## config.mk

```make
export PLATFORM = sky130hd
export DESIGN_NAME = phys_mem_arbiter_flat
export DESIGN_NICKNAME = d
export VERILOG_FILES = /design/src/rtl/phys_mem_arbiter_pkg.sv /design/src/rtl/phys_mem_arbiter_if.sv /design/src/rtl/phys_mem_arbiter_sat_counter.sv /design/src/rtl/phys_mem_arbiter.sv /design/src/flat_wrapper.sv
export SDC_FILE = /design/constraint.sdc
export NUM_CORES = 1
export LEC_CHECK = 0
export CORE_AREA = 2 2 105 107
export DETAILED_ROUTE_END_ITERATION = 8
export DIE_AREA = 0 0 107 109
export GPL_ROUTABILITY_DRIVEN = 0
export PLACE_DENSITY = 0.72
export SLEW_MARGIN = 20
export SYNTH_ARGS = -nofsm -noshare
export SYNTH_HDL_FRONTEND = slang
export SYNTH_SLANG_ARGS = --single-unit
```

## constraint.sdc

```tcl
create_clock -name clk -period 5.97 [get_ports clk]
set_clock_uncertainty 0.1 [all_clocks]
set_input_delay 0.597 -clock clk [delete_from_list [all_inputs] [get_ports clk]]
set_output_delay 0.597 -clock clk [all_outputs]
set_load 0.01 [all_outputs]
```

## src/rtl/phys_mem_arbiter_pkg.sv

```systemverilog
// -----------------------------------------------------------------------------
// phys_mem_arbiter_pkg
//   Shared definitions for the physical memory port arbiter:
//   - OWNER_M0 / OWNER_M1 : encodings of the owning port (0 = mmu, 1 = DMA/VGA)
//   - DEF_*               : default widths and limits
//   - arb_state_t         : registered ownership state (owner + RMW lock)
//   - arb_choice()        : unheld port choice (priority + starvation/burst guard)
// -----------------------------------------------------------------------------
package phys_mem_arbiter_pkg;

   localparam logic OWNER_M0 = 1'b0;
   localparam logic OWNER_M1 = 1'b1;

   localparam int DEF_ADDR_WIDTH = 32;
   localparam int DEF_DATA_WIDTH = 32;
   localparam int DEF_MAX_WAIT   = 8;
   localparam int DEF_BURST_MAX  = 4;
   localparam int DEF_CNT_WIDTH  = 16;

   typedef struct packed {
      logic owner;   // port that presented the last access
      logic lock;    // port 0 holds the controller for an RMW sequence
   } arb_state_t;

   // Port choice when nothing forces the current owner to be kept.
   // Both requesting: port 0 wins unless port 1 has waited MAX_WAIT cycles;
   // once port 1 owns, it keeps the port until its burst budget is used up.
   function automatic logic arb_choice(input logic m0_req,
                                       input logic m1_req,
                                       input logic owner,
                                       input logic wait_full,
                                       input logic burst_full);
      logic c;
      c = owner;
      if (m0_req && !m1_req) begin
         c = OWNER_M0;
      end else if (!m0_req && m1_req) begin
         c = OWNER_M1;
      end else if (m0_req && m1_req) begin
         if (owner == OWNER_M1) begin
            c = burst_full ? OWNER_M0 : OWNER_M1;
         end else begin
            c = wait_full ? OWNER_M1 : OWNER_M0;
         end
      end
      return c;
   endfunction

endpackage

```

## src/rtl/phys_mem_arbiter_if.sv

```systemverilog
// -----------------------------------------------------------------------------
// phys_mem_arbiter_if
//   Bundle of both master ports and the memory controller port.
//   modport slave  : arbiter view (takes requests, drives grants and dev_*)
//   modport master : environment view (the two masters plus the controller)
//
// Handshake: a master holds mX_req (with addr/wdata/we stable) until the
// cycle where mX_gnt=1 and mX_busy=0; that cycle completes the access and,
// for reads, m_rdata is valid in it. mX_busy = req && (!gnt || dev_busy).
// The controller sees one access per cycle on dev_*; dev_busy=1 means it is
// still working on the access presented by the current owner.
// -----------------------------------------------------------------------------
interface phys_mem_arbiter_if
   import phys_mem_arbiter_pkg::*;
#(
   parameter int ADDR_WIDTH = DEF_ADDR_WIDTH,
   parameter int DATA_WIDTH = DEF_DATA_WIDTH
);
   // port 0 (mmu)
   logic                  m0_req;
   logic                  m0_lock;
   logic [ADDR_WIDTH-1:0] m0_addr;
   logic [DATA_WIDTH-1:0] m0_wdata;
   logic                  m0_we;
   logic                  m0_gnt;
   logic                  m0_busy;
   // port 1 (DMA / VGA fetch)
   logic                  m1_req;
   logic [ADDR_WIDTH-1:0] m1_addr;
   logic [DATA_WIDTH-1:0] m1_wdata;
   logic                  m1_we;
   logic                  m1_gnt;
   logic                  m1_busy;
   // broadcast read data
   logic [DATA_WIDTH-1:0] m_rdata;
   // memory controller
   logic [ADDR_WIDTH-1:0] dev_addr;
   logic [DATA_WIDTH-1:0] dev_wdata;
   logic                  dev_is_write;
   logic [DATA_WIDTH-1:0] dev_rdata;
   logic                  dev_busy;

   modport slave (
      input  m0_req, m0_lock, m0_addr, m0_wdata, m0_we,
      input  m1_req, m1_addr, m1_wdata, m1_we,
      input  dev_rdata, dev_busy,
      output m0_gnt, m0_busy, m1_gnt, m1_busy, m_rdata,
      output dev_addr, dev_wdata, dev_is_write
   );

   modport master (
      output m0_req, m0_lock, m0_addr, m0_wdata, m0_we,
      output m1_req, m1_addr, m1_wdata, m1_we,
      output dev_rdata, dev_busy,
      input  m0_gnt, m0_busy, m1_gnt, m1_busy, m_rdata,
      input  dev_addr, dev_wdata, dev_is_write
   );

endinterface

```

## src/rtl/phys_mem_arbiter_sat_counter.sv

```systemverilog
// -----------------------------------------------------------------------------
// arb_sat_counter
//   Saturating up-counter with synchronous clear; clear has priority.
//   Ports: clk, rst (async, active low), i_clr, i_inc, o_cnt (0..MAX).
// -----------------------------------------------------------------------------
module arb_sat_counter #(
   parameter int WIDTH = 4,
   parameter int MAX   = 8
) (
   input  logic             clk,
   input  logic             rst,
   input  logic             i_clr,
   input  logic             i_inc,
   output logic [WIDTH-1:0] o_cnt
);
   localparam logic [WIDTH-1:0] MAX_VAL = WIDTH'(MAX);

   logic [WIDTH-1:0] r_cnt;

   always_ff @(posedge clk or negedge rst) begin
      if (!rst) begin
         r_cnt <= '0;
      end else if (i_clr) begin
         r_cnt <= '0;
      end else if (i_inc && (r_cnt != MAX_VAL)) begin
         r_cnt <= r_cnt + WIDTH'(1);
      end
   end

   assign o_cnt = r_cnt;

endmodule

```

## src/rtl/phys_mem_arbiter.sv

```systemverilog
// -----------------------------------------------------------------------------
// phys_mem_arbiter
//   Shares the single physical memory controller port between port 0 (mmu)
//   and port 1 (DMA/VGA). Fixed port-0 priority with a starvation guard for
//   port 1, a burst limit on port 1 while port 0 waits, and an RMW lock for
//   port 0. Grants are zero-latency; dev_* are muxed from the selected port.
//   Ownership only moves in cycles where dev_busy=0.
//
//   Ports:
//     clk            system clock
//     rst            asynchronous, active-low reset
//     bus            phys_mem_arbiter_if.slave (masters + controller)
//     perf_conflict  cycles with both ports requesting      (MEM_ARB_PERF_EN)
//     perf_preempt   starvation pre-emptions of port 0       (MEM_ARB_PERF_EN)
//
//   Build option: define MEM_ARB_PERF_EN to add the wrapping perf counters.
// -----------------------------------------------------------------------------
module phys_mem_arbiter
   import phys_mem_arbiter_pkg::*;
#(
   parameter int ADDR_WIDTH = DEF_ADDR_WIDTH,
   parameter int DATA_WIDTH = DEF_DATA_WIDTH,
   parameter int MAX_WAIT   = DEF_MAX_WAIT,
   parameter int BURST_MAX  = DEF_BURST_MAX,
   parameter int CNT_WIDTH  = DEF_CNT_WIDTH
) (
   input  logic                 clk,
   input  logic                 rst,
`ifdef MEM_ARB_PERF_EN
   output logic [CNT_WIDTH-1:0] perf_conflict,
   output logic [CNT_WIDTH-1:0] perf_preempt,
`endif
   phys_mem_arbiter_if.slave    bus
);
   localparam int WAIT_W  = $clog2(MAX_WAIT + 1);
   localparam int BURST_W = $clog2(BURST_MAX + 1);

   if (MAX_WAIT < 1 || BURST_MAX < 1 || CNT_WIDTH < 1) begin : g_param_check
      $error("phys_mem_arbiter: MAX_WAIT, BURST_MAX and CNT_WIDTH must be >= 1");
   end

   arb_state_t            r_state;
   logic [WAIT_W-1:0]     w_wait_cnt;
   logic [BURST_W-1:0]    w_burst_cnt;
   logic                  w_wait_full;
   logic                  w_burst_full;
   logic                  w_hold;
   logic                  w_choice;
   logic                  w_sel;
   logic                  w_gnt0;
   logic                  w_gnt1;
   logic                  w_busy0;
   logic                  w_busy1;
   logic                  w_is_write;
   logic                  w_wait_inc;
   logic                  w_burst_inc;
   logic                  w_burst_clr;
   logic                  w_lock_next;
   logic [ADDR_WIDTH-1:0] w_dev_addr;
   logic [DATA_WIDTH-1:0] w_dev_wdata;

   assign w_wait_full  = (w_wait_cnt == WAIT_W'(MAX_WAIT));
   assign w_burst_full = (w_burst_cnt == BURST_W'(BURST_MAX));

   // The owner is kept while the controller is mid-operation, while port 0
   // holds its RMW lock, and while reset is asserted (so dev_* show the
   // owner's values at reset).
   assign w_hold   = bus.dev_busy || (r_state.lock && (r_state.owner == OWNER_M0));
   assign w_choice = arb_choice(bus.m0_req, bus.m1_req, r_state.owner,
                                w_wait_full, w_burst_full);
   assign w_sel    = (!rst || w_hold) ? r_state.owner : w_choice;

   // Reset gates every control output low immediately, independent of clock.
   assign w_gnt0  = rst && bus.m0_req && (w_sel == OWNER_M0);
   assign w_gnt1  = rst && bus.m1_req && (w_sel == OWNER_M1);
   assign w_busy0 = rst && bus.m0_req && (!w_gnt0 || bus.dev_busy);
   assign w_busy1 = rst && bus.m1_req && (!w_gnt1 || bus.dev_busy);

   always_comb begin
      w_dev_addr  = bus.m0_addr;
      w_dev_wdata = bus.m0_wdata;
      w_is_write  = w_gnt0 && bus.m0_we;
      if (w_sel == OWNER_M1) begin
         w_dev_addr  = bus.m1_addr;
         w_dev_wdata = bus.m1_wdata;
         w_is_write  = w_gnt1 && bus.m1_we;
      end
   end

   assign bus.m0_gnt       = w_gnt0;
   assign bus.m1_gnt       = w_gnt1;
   assign bus.m0_busy      = w_busy0;
   assign bus.m1_busy      = w_busy1;
   assign bus.m_rdata      = bus.dev_rdata;
   assign bus.dev_addr     = w_dev_addr;
   assign bus.dev_wdata    = w_dev_wdata;
   assign bus.dev_is_write = w_is_write;

   // The lock is taken by a granted port-0 access with m0_lock set and then
   // persists while m0_lock stays high, even through cycles where port 0 has
   // no request (between the read and the write of an RMW).
   assign w_lock_next = bus.m0_lock && (w_sel == OWNER_M0) && (w_gnt0 || r_state.lock);

   always_ff @(posedge clk or negedge rst) begin
      if (!rst) begin
         r_state.owner <= OWNER_M0;
         r_state.lock  <= 1'b0;
      end else begin
         r_state.owner <= w_sel;
         r_state.lock  <= w_lock_next;
      end
   end

   // Port 1 waiting time: counts cycles of unserved port-1 request.
   assign w_wait_inc = bus.m1_req && !w_gnt1;

   arb_sat_counter #(
      .WIDTH (WAIT_W),
      .MAX   (MAX_WAIT)
   ) u_wait_cnt (
      .clk   (clk),
      .rst   (rst),
      .i_clr (!w_wait_inc),
      .i_inc (w_wait_inc),
      .o_cnt (w_wait_cnt)
   );

   // Port 1 burst length: completed port-1 cycles since it last took over.
   assign w_burst_inc = w_gnt1 && !bus.dev_busy;
   assign w_burst_clr = (w_sel == OWNER_M0) && (r_state.owner == OWNER_M1);

   arb_sat_counter #(
      .WIDTH (BURST_W),
      .MAX   (BURST_MAX)
   ) u_burst_cnt (
      .clk   (clk),
      .rst   (rst),
      .i_clr (w_burst_clr),
      .i_inc (w_burst_inc),
      .o_cnt (w_burst_cnt)
   );

`ifdef MEM_ARB_PERF_EN
   logic [CNT_WIDTH-1:0] r_perf_conflict;
   logic [CNT_WIDTH-1:0] r_perf_preempt;
   logic                 w_conflict;
   logic                 w_preempt;

   assign w_conflict = bus.m0_req && bus.m1_req;
   // A pre-emption is the cycle where the starvation guard hands the port
   // from port 0 to port 1 while port 0 is still requesting.
   assign w_preempt  = w_conflict && !w_hold && (r_state.owner == OWNER_M0) && w_wait_full;

   always_ff @(posedge clk or negedge rst) begin
      if (!rst) begin
         r_perf_conflict <= '0;
         r_perf_preempt  <= '0;
      end else begin
         if (w_conflict) begin
            r_perf_conflict <= r_perf_conflict + CNT_WIDTH'(1);
         end
         if (w_preempt) begin
            r_perf_preempt <= r_perf_preempt + CNT_WIDTH'(1);
         end
      end
   end

   assign perf_conflict = r_perf_conflict;
   assign perf_preempt  = r_perf_preempt;
`endif

endmodule
```

## src/flat_wrapper.sv

```systemverilog
// flat-port wrapper written by rule: the top's interface ports become plain ports
module phys_mem_arbiter_flat import phys_mem_arbiter_pkg::*;
#(
   parameter int ADDR_WIDTH = DEF_ADDR_WIDTH,
   parameter int DATA_WIDTH = DEF_DATA_WIDTH,
   parameter int MAX_WAIT   = DEF_MAX_WAIT,
   parameter int BURST_MAX  = DEF_BURST_MAX,
   parameter int CNT_WIDTH  = DEF_CNT_WIDTH
)
  (clk, rst, bus_m0_req, bus_m0_lock, bus_m0_addr, bus_m0_wdata, bus_m0_we, bus_m1_req, bus_m1_addr, bus_m1_wdata, bus_m1_we, bus_dev_rdata, bus_dev_busy, bus_m0_gnt, bus_m0_busy, bus_m1_gnt, bus_m1_busy, bus_m_rdata, bus_dev_addr, bus_dev_wdata, bus_dev_is_write);
  phys_mem_arbiter_if #(.ADDR_WIDTH(ADDR_WIDTH), .DATA_WIDTH(DATA_WIDTH)) bus_i ();
  input  logic clk;
  input  logic rst;
  input wire logic [$bits(bus_i.m0_req)-1:0] bus_m0_req;
  input wire logic [$bits(bus_i.m0_lock)-1:0] bus_m0_lock;
  input wire logic [$bits(bus_i.m0_addr)-1:0] bus_m0_addr;
  input wire logic [$bits(bus_i.m0_wdata)-1:0] bus_m0_wdata;
  input wire logic [$bits(bus_i.m0_we)-1:0] bus_m0_we;
  input wire logic [$bits(bus_i.m1_req)-1:0] bus_m1_req;
  input wire logic [$bits(bus_i.m1_addr)-1:0] bus_m1_addr;
  input wire logic [$bits(bus_i.m1_wdata)-1:0] bus_m1_wdata;
  input wire logic [$bits(bus_i.m1_we)-1:0] bus_m1_we;
  input wire logic [$bits(bus_i.dev_rdata)-1:0] bus_dev_rdata;
  input wire logic [$bits(bus_i.dev_busy)-1:0] bus_dev_busy;
  output wire logic [$bits(bus_i.m0_gnt)-1:0] bus_m0_gnt;
  output wire logic [$bits(bus_i.m0_busy)-1:0] bus_m0_busy;
  output wire logic [$bits(bus_i.m1_gnt)-1:0] bus_m1_gnt;
  output wire logic [$bits(bus_i.m1_busy)-1:0] bus_m1_busy;
  output wire logic [$bits(bus_i.m_rdata)-1:0] bus_m_rdata;
  output wire logic [$bits(bus_i.dev_addr)-1:0] bus_dev_addr;
  output wire logic [$bits(bus_i.dev_wdata)-1:0] bus_dev_wdata;
  output wire logic [$bits(bus_i.dev_is_write)-1:0] bus_dev_is_write;
  assign bus_i.m0_req = bus_m0_req;
  assign bus_i.m0_lock = bus_m0_lock;
  assign bus_i.m0_addr = bus_m0_addr;
  assign bus_i.m0_wdata = bus_m0_wdata;
  assign bus_i.m0_we = bus_m0_we;
  assign bus_i.m1_req = bus_m1_req;
  assign bus_i.m1_addr = bus_m1_addr;
  assign bus_i.m1_wdata = bus_m1_wdata;
  assign bus_i.m1_we = bus_m1_we;
  assign bus_i.dev_rdata = bus_dev_rdata;
  assign bus_i.dev_busy = bus_dev_busy;
  assign bus_m0_gnt = bus_i.m0_gnt;
  assign bus_m0_busy = bus_i.m0_busy;
  assign bus_m1_gnt = bus_i.m1_gnt;
  assign bus_m1_busy = bus_i.m1_busy;
  assign bus_m_rdata = bus_i.m_rdata;
  assign bus_dev_addr = bus_i.dev_addr;
  assign bus_dev_wdata = bus_i.dev_wdata;
  assign bus_dev_is_write = bus_i.dev_is_write;
  phys_mem_arbiter #(.ADDR_WIDTH(ADDR_WIDTH), .DATA_WIDTH(DATA_WIDTH), .MAX_WAIT(MAX_WAIT), .BURST_MAX(BURST_MAX), .CNT_WIDTH(CNT_WIDTH)) u_core (.clk(clk), .rst(rst), .bus(bus_i));
endmodule
```

==> impl_results.md <==
* Status: completed
* Core Region at about 0.011 mm²
* Synthesized area at about 0.0017 mm²
* Final hold vios at 0
* CTS tree: built
* Mapped Nets at 340
* Wire per inst at 19.4 µm
* Largest cells by area after synthesis: mux2_2 32%, buf_4 14%, mux2_4 14%
* # clock sinks at 9
* Period Utilization, post-route at 73.5%
* Highest clock rate at roughly 0.23 GHz
* First-pass GRT wire length at between 10000 and 15000 µm
* Yosys warns at 0
* Largest net degree at the start of global routing at 32
* Die Width at around 110 µm
* Critical Path Start Type: input pin
* DR pass1 iterations at 4
* Register area share after synthesis at roughly an eighth
* RSZ-0062 raised after global routing: no
* Bufs and invs on worst path at 3
* Starting Density at between 15 and 20%
* Starting DRC count in detailed routing at 59
* WS Path Type: in2out
* Initial antenna violation count at 0
* Worst-skew pair later-pin latency at about 0.23 ns
* Lkg Pwr at roughly 1.5 nW
* Post-CTS setup buffer count at 0
* Fill cell count at between 1000 and 1500
* Setup TNS at 0 ns
* Die area at ~0.012 mm²
* Row cnt at 38
* Dpl hpwl at 8200 µm
* Slew Limit Fails at 0
* Number of distinct library cells after synthesis at 31
* Non-filler cells in the finished layout at between 400 and 500
* Vias/cell at 4.02
* GRT Total Usage at between 10 and 15%
* Cell count after synthesis at between 150 and 200
* Placed Instances at between 400 and 500
* H-tree levels at 1
* Layout area overhead at 118%
* Number of synthesized flops with an enable pin at 0
* # IOs at 269
* CP required at 5.27 ns
* Most common cell after layout, fill and taps aside: clkdlybuf4s50_1
* Slew of the pin with the lowest slew margin at ~0.81 ns
* Clk slew on worst S/H paths at 0.04 ns
* Detail Route Antenna Nets at 0
* Top FF cell, synth: dfrtp_1
* Slowest cell on crit path: clkdlybuf4s50_1
* CTS resizes at 0
* Vias in the first global route at a little over 2000
* Total vias in the final route at 1923
* Grt total ovfl at 0
* Period minus WS final at around 4.4 ns
* Input/output buffers at 204
* DRC viols at 0
* Synth area leader: mux2_2
* # diodes at 0
* Hold-fix buffers, CTS at 0
* Crit path cell chain: clkdlybuf4s50_1 -> nand2_1 -> a211o_1 -> o21ai_4 -> buf_4 -> mux2_2 -> clkdlybuf4s50_1
* Clock buffer depth at 2
* Commonest non-fill, non-tap cells in the layout: 204 x clkdlybuf4s50_1, 48 x mux2_2, 16 x mux2_4
* Layout cells sized above 1 at roughly 22%
* Final Setup Violations at 0
* CP max stage delay at around 0.9 ns
* Num CTS Buffers at 3
* Drt total wl at between 9000 and 10000 µm
* Yosys reg bits at 9
* PD cells at 178 mW/mm²
* Worst path top cell family by delay: buffers and inverters
* Top cell type's share of synthesized area at roughly a third
* Syn Area/Cell at ~10 µm²
* HP Class: reg2reg
* Worst slew margin at a little under half
* Clock root cell: clkbuf_8
* Crit path capture type: output port
* Die Height at 109 µm
* WP data arrival at approximately 3.7 ns
* NumNets Final at around 510
* Worst path most repeated cell: clkdlybuf4s50_1
* Peak supply drop at about 0.000083 V
* MaxCap Viol Count at 0
* Post-synth ARST share at 100%
* Worst Path Max Fanout at 21
==> logic make-up (layout without fill, tap and decap cells) <==
kind of cell	Yosys count	after routing	synth area share, %
compound gates	15	15	6.80
xor+xnor	3	3	1.55
fa+ha+maj	4	4	2.95
buf+inv	47	217	19.2
flops	9	9	13.3
mux	65	65	46.7
simple gates	25	25	9.53
==> tightest hold or removal path, delay by kind of cell (launching register included) <==
| family | cells | cell delay [ns] |
|---|---|---|
| flops | 1 | 0.40 |
| compound gates | 2 | 0.14 |
==> path summary, 6_finish.rpt <==
kind | start | end | slack (ns) | cells after the start
max in group asynchronous | rst | u_core.r_state[0] | 4.66 | 1
worst min-delay path | u_core.u_burst_cnt.o_cnt[2] | u_core.u_burst_cnt.o_cnt[2] | 0.48 | 2
worst max-delay path | rst | bus_dev_wdata[28] | 1.58 | 7
worst min register to register | u_core.u_burst_cnt.o_cnt[2] | u_core.u_burst_cnt.o_cnt[2] | 0.48 | 2
worst max register to register | u_core.u_wait_cnt.o_cnt[0] | u_core.r_state[0] | 3.72 | 7
min in group asynchronous | rst | u_core.u_burst_cnt.o_cnt[2] | 0.68 | 1
==> cells in the mapped netlist (2+ instances only) <==
cell      number
mux2_2        48
buf_4         32
mux2_4        16
dfrtp_1        9
inv_1          7
a21oi_1        6
nand3_1        6
buf_2          5
ha_1           4
and3_1         3
buf_6          3
nand2_1        3
nor2_1         3
o21ai_0        3
nor3b_1        2
nor4bb_1       2
xnor2_1        2
==> stage by stage <==
stage	hold WS [ns]	worst slack, ns	cell area (µm²)	utilization, %	power [mW]
2_1_floorplan	0.201	3.35	1690	-	0.346
3_3_place_gp	0.459	1.64	3650	34.4	0.583
3_5_place_dp	0.478	1.56	3650	34.4	0.590
4_1_cts	0.482	1.56	3690	34.8	0.665
5_1_grt	0.518	1.35	3690	34.8	0.696
6_report	0.484	1.58	3690	34.8	0.658
==> report_power, final <==
group | internal, mW | switching (mW) | total [mW] | leakage, nW
logic | 0.319 | 0.185 | 0.504 | 1.31
clock network | 0.0454 | 0.0229 | 0.0682 | 0.0255
registers | 0.0731 | 0.0127 | 0.0858 | 0.118
==> sequential cells by signal (all words and copies together) (netlist names) <==
name and cells:
u_core.u_wait_cnt.o_cnt 4, u_core.u_burst_cnt.o_cnt 3, u_core.r_state 2
==> cell type report <==
| type | count | area (µm²) | area share, % |
|---|---|---|---|
| clock buffer | 3 | 41.3 | 1.12 |
| inverter | 7 | 26.3 | 0.711 |
| timing repair buffer | 206 | 2070 | 56.0 |
| multi-input combinational | 112 | 1150 | 31.2 |
| tap | 140 | 175 | 4.74 |
| sequential | 9 | 225 | 6.10 |
| clock inverter | 1 | 5.00 | 0.136 |
==> layer usage <==
metal	track usage (%)	share of wire [%]
met3	4.36	8.6
met1	16.2	36
met2	26.4	54
met4	3.25	1.4
met5	0	0
Note: power is estimated with default switching activity, not from simulation.
